### src/rtl/sound_event_scheduler_if.sv
// Signal bundle between game logic, the sound event scheduler and the tone generator.
// The master side produces event pulses and frame ticks; the slave side produces the tone controls.
interface sound_event_scheduler_if;
  logic       startOfFrame;
  logic       winPulse;
  logic       losePulse;
  logic       collisionPulse;
  logic       enable_sound;
  logic [3:0] freq;
  logic       busy;

  modport master (
    output startOfFrame,
    output winPulse,
    output losePulse,
    output collisionPulse,
    input  enable_sound,
    input  freq,
    input  busy
  );

  modport slave (
    input  startOfFrame,
    input  winPulse,
    input  losePulse,
    input  collisionPulse,
    output enable_sound,
    output freq,
    output busy
  );
endinterface

### src/rtl/sound_event_scheduler.sv
// Latches win/lose/collision pulses, picks the highest-priority one and plays
// its note sequence on the tone generator, timing notes and gaps in video frames.
module sound_event_scheduler #(
  parameter int NOTE_FRAMES = 10,
  parameter int GAP_FRAMES  = 2
) (
  input  logic                    clk,
  input  logic                    resetN,
  sound_event_scheduler_if.slave  bus
);

  typedef enum logic [1:0] {
    ST_IDLE = 2'd0,
    ST_NOTE = 2'd1,
    ST_GAP  = 2'd2
  } state_t;

  // Event codes are ordered so that a larger code means higher priority.
  localparam logic [1:0] EVT_NONE = 2'd0;
  localparam logic [1:0] EVT_COL  = 2'd1;
  localparam logic [1:0] EVT_LOSE = 2'd2;
  localparam logic [1:0] EVT_WIN  = 2'd3;

  localparam logic [4:0] NOTE_LAST = 5'(NOTE_FRAMES - 1);
  localparam logic [4:0] GAP_LAST  = 5'(GAP_FRAMES - 1);

  state_t     r_state;
  logic [1:0] r_cur_evt;
  logic [1:0] r_note_idx;
  logic [4:0] r_frame_cnt;
  logic [2:0] r_pend;
  logic       r_enable;
  logic [3:0] r_freq;

  state_t     w_state_next;
  logic [1:0] w_evt_next;
  logic [1:0] w_idx_next;
  logic [4:0] w_cnt_next;
  logic [2:0] w_pend_next;
  logic [2:0] w_grant_mask;
  logic [2:0] w_pulse;
  logic [1:0] w_top_evt;
  logic       w_top_valid;
  logic       w_preempt;
  logic       w_last_note;

  function automatic logic [3:0] note_freq(input logic [1:0] evt, input logic [1:0] idx);
    logic [3:0] f;
    f = 4'd0;
    case (evt)
      EVT_WIN: begin
        case (idx)
          2'd0:    f = 4'd5;
          2'd1:    f = 4'd7;
          2'd2:    f = 4'd9;
          default: f = 4'd0;
        endcase
      end
      EVT_LOSE: begin
        case (idx)
          2'd0:    f = 4'd5;
          2'd1:    f = 4'd3;
          2'd2:    f = 4'd1;
          default: f = 4'd0;
        endcase
      end
      EVT_COL:  f = (idx == 2'd0) ? 4'd5 : 4'd0;
      default:  f = 4'd0;
    endcase
    return f;
  endfunction

  // Bit order of the pending vector: [0]=collision, [1]=lose, [2]=win.
  assign w_pulse = {bus.winPulse, bus.losePulse, bus.collisionPulse};

  // A pulse on the granting edge re-arms the latch, so the event is queued again.
  generate
    for (genvar gi = 0; gi < 3; gi++) begin : g_pend
      assign w_pend_next[gi] = (r_pend[gi] & ~w_grant_mask[gi]) | w_pulse[gi];
    end
  endgenerate

  always_comb begin
    w_top_evt = EVT_NONE;
    if (r_pend[2])      w_top_evt = EVT_WIN;
    else if (r_pend[1]) w_top_evt = EVT_LOSE;
    else if (r_pend[0]) w_top_evt = EVT_COL;
  end

  assign w_top_valid = |r_pend;
  assign w_preempt   = (r_state != ST_IDLE) && (w_top_evt > r_cur_evt);
  assign w_last_note = (r_cur_evt == EVT_COL) ? (r_note_idx == 2'd0) : (r_note_idx == 2'd2);

  always_comb begin
    w_state_next = r_state;
    w_evt_next   = r_cur_evt;
    w_idx_next   = r_note_idx;
    w_cnt_next   = r_frame_cnt;
    w_grant_mask = 3'b000;

    // A grant or preemption ignores any frame tick landing on the same edge.
    if ((r_state == ST_IDLE && w_top_valid) || w_preempt) begin
      w_state_next = ST_NOTE;
      w_evt_next   = w_top_evt;
      w_idx_next   = 2'd0;
      w_cnt_next   = 5'd0;
      case (w_top_evt)
        EVT_WIN:  w_grant_mask = 3'b100;
        EVT_LOSE: w_grant_mask = 3'b010;
        EVT_COL:  w_grant_mask = 3'b001;
        default:  w_grant_mask = 3'b000;
      endcase
    end else if (bus.startOfFrame) begin
      case (r_state)
        ST_NOTE: begin
          if (r_frame_cnt == NOTE_LAST) begin
            w_cnt_next = 5'd0;
            if (w_last_note) begin
              w_state_next = ST_IDLE;
            end else if (GAP_FRAMES == 0) begin
              w_idx_next = r_note_idx + 2'd1;
            end else begin
              w_state_next = ST_GAP;
            end
          end else begin
            w_cnt_next = r_frame_cnt + 5'd1;
          end
        end
        ST_GAP: begin
          if (r_frame_cnt == GAP_LAST) begin
            w_state_next = ST_NOTE;
            w_idx_next   = r_note_idx + 2'd1;
            w_cnt_next   = 5'd0;
          end else begin
            w_cnt_next = r_frame_cnt + 5'd1;
          end
        end
        default: ;
      endcase
    end
  end

  // Outputs are registered from the next-state values so they track the state exactly.
  always_ff @(posedge clk or negedge resetN) begin
    if (!resetN) begin
      r_state     <= ST_IDLE;
      r_cur_evt   <= EVT_NONE;
      r_note_idx  <= 2'd0;
      r_frame_cnt <= 5'd0;
      r_pend      <= 3'b000;
      r_enable    <= 1'b0;
      r_freq      <= 4'd0;
    end else begin
      r_state     <= w_state_next;
      r_cur_evt   <= w_evt_next;
      r_note_idx  <= w_idx_next;
      r_frame_cnt <= w_cnt_next;
      r_pend      <= w_pend_next;
      r_enable    <= (w_state_next == ST_NOTE);
      r_freq      <= (w_state_next == ST_NOTE) ? note_freq(w_evt_next, w_idx_next) : 4'd0;
    end
  end

  assign bus.enable_sound = r_enable;
  assign bus.freq         = r_freq;
  assign bus.busy         = (r_state != ST_IDLE);

endmodule

### src/flat_wrapper.sv
// flat-port wrapper written by rule: the top's interface ports become plain ports
module sound_event_scheduler_flat 
#(
  parameter int NOTE_FRAMES = 10,
  parameter int GAP_FRAMES  = 2
)
  (clk, resetN, bus_startOfFrame, bus_winPulse, bus_losePulse, bus_collisionPulse, bus_enable_sound, bus_freq, bus_busy);
  sound_event_scheduler_if bus_i ();
  input  logic clk;
  input  logic resetN;
  input wire logic [$bits(bus_i.startOfFrame)-1:0] bus_startOfFrame;
  input wire logic [$bits(bus_i.winPulse)-1:0] bus_winPulse;
  input wire logic [$bits(bus_i.losePulse)-1:0] bus_losePulse;
  input wire logic [$bits(bus_i.collisionPulse)-1:0] bus_collisionPulse;
  output wire logic [$bits(bus_i.enable_sound)-1:0] bus_enable_sound;
  output wire logic [$bits(bus_i.freq)-1:0] bus_freq;
  output wire logic [$bits(bus_i.busy)-1:0] bus_busy;
  assign bus_i.startOfFrame = bus_startOfFrame;
  assign bus_i.winPulse = bus_winPulse;
  assign bus_i.losePulse = bus_losePulse;
  assign bus_i.collisionPulse = bus_collisionPulse;
  assign bus_enable_sound = bus_i.enable_sound;
  assign bus_freq = bus_i.freq;
  assign bus_busy = bus_i.busy;
  sound_event_scheduler #(.NOTE_FRAMES(NOTE_FRAMES), .GAP_FRAMES(GAP_FRAMES)) u_core (.clk(clk), .resetN(resetN), .bus(bus_i));
endmodule
### config.mk
export PLATFORM = sky130hd
export DESIGN_NAME = sound_event_scheduler_flat
export DESIGN_NICKNAME = d
export VERILOG_FILES = /design/src/rtl/sound_event_scheduler_if.sv /design/src/rtl/sound_event_scheduler.sv /design/src/flat_wrapper.sv
export SDC_FILE = /design/constraint.sdc
export NUM_CORES = 1
export LEC_CHECK = 0
export BUFFER_PORTS_ARGS = -buffer_cell sky130_fd_sc_hd__buf_2
export CORE_MARGIN = 2
export CORE_UTILIZATION = 57
export DETAILED_ROUTE_END_ITERATION = 8
export PLACE_DENSITY = 0.77
export SLEW_MARGIN = 30
export SYNTH_ARGS = -nofsm -noshare
export SYNTH_HDL_FRONTEND = slang
export SYNTH_SLANG_ARGS = --single-unit
### constraint.sdc
create_clock -name clk -period 2.4 [get_ports clk]
set_input_delay 0.48 -clock clk [delete_from_list [all_inputs] [get_ports clk]]
set_output_delay 0.48 -clock clk [all_outputs]
set_load 0.02 [all_outputs]
==> qor.csv <==
stage,metric,value,unit
run_status,status,finished clean,
logic_synthesis,synth_area,1246,um^2
final_layout,final_util,66.88,%
setup_path,path_buf_inv,0,
die,die_area,2576,um^2
setup_path,worstPathCellList,"or2_1, ha_1, a21oi_1, o2bb2ai_1, o41ai_1, o31ai_1",
sta,rsz0062_at_grt,no,
placed_design,io_buffer_count,11,
clock_tree,post_cts_buffers,0,
sta,tns,0,ns
final_layout,multi_input_area,705.7,um^2
sta,hold_slack,0.09392,ns
sta,fin_worst_skew,0.005924,ns
pwr,peakVddDrop,0.7497,mV
logic_synthesis,yosysTopAreaCell,dfrtp_1,
grt,grt_pass1_wl,3.995,mm
detailed_routing,viasPerCell,5.774,
pwr,leakagePower,0.6160,nW
setup_path,cp_slowest_cell,o2bb2ai_1,
clock_tree,hold_buffers,0,
logic_synthesis,ys_ff_latch,19,
logic_synthesis,synth_edf_count,0,
sta,relSlewSlack,58.01,%
final_layout,drive_gt1_share,24.24,%
detailed_routing,drc,0,
clock_tree,clockBufferDepth,2,
die,die_h,50.76,um
placed_design,dp_cells,155,
grt,antenna_found_initial,0,
setup_path,path_max_fanout,8,
grt,grt_overflow,0,
logic_synthesis,yosys_warnings,0,
clock_tree,ctsResizeCount,0,
final_layout,layoutNonFillerInstCount,159,
grt,grt_use_total,20.81,%
logic_synthesis,yosys.cell_types.count,48,
clock_tree,htreeDepth,1,
logic_synthesis,synthCells,120,
grt,grt_pass1_vias,919,
sta,slew_violations,0,
clock_tree,cts.sinks,19,
logic_synthesis,yosysSeqAreaShare,38.15,%
detailed_routing,routed_wl,2.280,mm
logic_synthesis,synth_fp_nets,134,
clock_tree,clockRootBuffer,clkbuf_4,
detailed_routing,drt_pre_antenna_iters,4,
setup_path,cp_slowest_stage_delay,0.55,ns
detailed_routing,wl_per_cell,14.34,um
sta,finalSetupViolations,0,
pwr,total_power,0.001346,W
final_layout,fill_cells,156,
setup_path,critPathLaunchType,flop,
logic_synthesis,synth.area.top_cells,"dfrtp_1 38%, ha_1 8.0%, nor2_1 4.8%",
die,rows,16,
run,drv_cap,0,
sta,worst_pin_slew,0.6298,ns
sta,period_share,95.02,%
clock_tree,cts_made_buffers,3,
final_layout,finalNetCount,147,
placed_design,routabilityCongestion,0.7892,
logic_synthesis,synth_ff_type,dfrtp_1,
grt,grt_max_degree,20,
logic_synthesis,synth_top_area_share,38.15,%
worst_hold_path,min-delay-path-class,in -> async,
setup_path,path_delay_family,compound AO/OA/AOI/OAI gates,
detailed_routing,drt_iter0_drc,18,
final_layout,regArea,475.5,um^2
sta,fmax,0.4385,GHz
clock_tree,worstSkewPairLatency,0.30,ns
setup_path,endpoint_kind,flop,
placed_design,dpl.hpwl,1.756,mm
die,coreArea,2002,um^2
sta,fin_crit,2.280,ns
clock_tree,clk_pin_slew,0.11,ns
die,ioPinCount,12,
final_layout,areaGrowthSynthToFinish,7.429,%
setup_path,cp.required,2.62,ns
die,start_util,62.25,%
detailed_routing,via_count,918,
setup_path,path_class,reg -> reg,
sta,hold_viol_final,0,
pwr,power.density,1006,nW/um^2
logic_synthesis,syn_area_per_cell,10.38,um^2
final_layout,diodes,0,
setup_path,critical_path_arrival,2.50,ns
detailed_routing,final_antenna_net_count,0,
clock_tree,cts_tree,done,
logic_synthesis,synth-async-reset-ratio,100.0,%
die,die_w,50.76,um
-- path summary, 6_finish.rpt --
| kind | depth (start not counted) | slack [ns] | start | end |
|---|---|---|---|---|
| worst max-delay path | 6 | 0.12 | u_core.r_pend[2]$_DFF_PN0_ | u_core.bus.freq[2]$_DFF_PN0_ |
| worst min-delay path | 1 | 0.09 | resetN | u_core.bus.enable_sound$_DFF_PN0_ |
| worst max register to register | 6 | 0.12 | u_core.r_pend[2]$_DFF_PN0_ | u_core.bus.freq[2]$_DFF_PN0_ |
| worst min register to register | 1 | 0.58 | u_core.r_pend[0]$_DFF_PN0_ | u_core.r_pend[0]$_DFF_PN0_ |
| max in group asynchronous | 1 | 2.01 | resetN | u_core.bus.freq[1]$_DFF_PN0_ |
| min in group clk | 2 | 0.34 | bus_winPulse | u_core.r_pend[2]$_DFF_PN0_ |
-- report_power, final --
group / total (W) / internal, W / leakage, nW / switching, W
logic: 0.000701 / 0.000305 / 0.381 / 0.000396
clock network: 0.000165 / 0.0000622 / 0.0177 / 0.000103
registers: 0.000481 / 0.000397 / 0.218 / 0.0000837
total: 0.00135 / 0.000764 / 0.616 / 0.000582
-- registers in the layout (all words and copies together), names as in the netlist --
signal                   flops
u_core.r_pend                3
u_core.bus.enable_sound      1
u_core.bus.freq              4
u_core.r_state               2
u_core.r_note_idx            2
u_core.r_frame_cnt           5
u_core.r_cur_evt             2
-- logic make-up (layout without fill, tap and decap cells) --
kind of cell	count (synthesis)	in the layout	synth area share [%]
simple gates	45	45	23.40
compound gates	28	28	20.18
flops	19	19	38.15
buf+inv	13	25	5.220
fa+ha+maj	8	8	8.032
xor+xnor	6	6	4.218
mux	1	1	0.8032
-- cells in the final DEF (no fill, tap or decap), types with 2 or more instances in the layout --
cell and count:
a211oi_2 3, a21o_1 3, a21oi_1 3, and3b_1 2, buf_2 11, clkbuf_4 3
dfrtp_1 19, ha_1 8, inv_1 8, nand2_1 7, nand4_1 4, nor2_1 16
o21ai_0 3, o22a_1 2, o31ai_2 2, xnor2_1 3, xor2_1 3
-- metal layers --
layer	share of wire (%)	vias up	track usage, %
met5	0	-	0
met2	46	25	34.65
met1	49	430	26.79
li1	-	458	-
met4	1.8	0	9.009
met3	3.7	5	2.976
-- synthesized netlist by cell type, types with 2 or more instances --
| cell type | count |
|---|---|
| a21oi_1 | 3 |
| inv_1 | 8 |
| xnor2_1 | 3 |
| o21ai_0 | 3 |
| nand2_1 | 7 |
| xor2_1 | 3 |
| and3b_1 | 2 |
| a21o_1 | 3 |
| dfrtp_1 | 19 |
| a211oi_2 | 3 |
| ha_1 | 8 |
| o22a_1 | 2 |
| nand4_1 | 4 |
| nor2_1 | 16 |
| buf_6 | 2 |
| o31ai_2 | 2 |
-- cell type report --
cell class                      instances  share of cell area (%)
Clock inverter                          1                  0.3738
Clock buffer                            3                   1.682
Timing Repair Buffer                   12                   4.673
Tap cell                               27                   2.523
Sequential cell                        19                   35.51
Multi-Input combinational cell         88                   52.71
Inverter                                9                   2.523
-- worst register-to-register path: cells and delay by family, from the launching register on --
kind | cells | cell delay (ns)
flip-flops | 1 | 0.48
AO/OA/AOI/OAI | 4 | 1.05
AND/OR/NAND/NOR | 1 | 0.32
adder cells (fa/ha/maj) | 1 | 0.36
-- through the flow --
stage | cell area (um^2) | setup slack [ns]
after floorplan | 1246 | 0.3356
after global placement | 1311 | 0.2464
after detailed placement | 1311 | 0.1607
after CTS | 1339 | 0.1401
after global routing | 1339 | 0.01107
final | 1339 | 0.1196
Power figures use the tool's default switching activity.
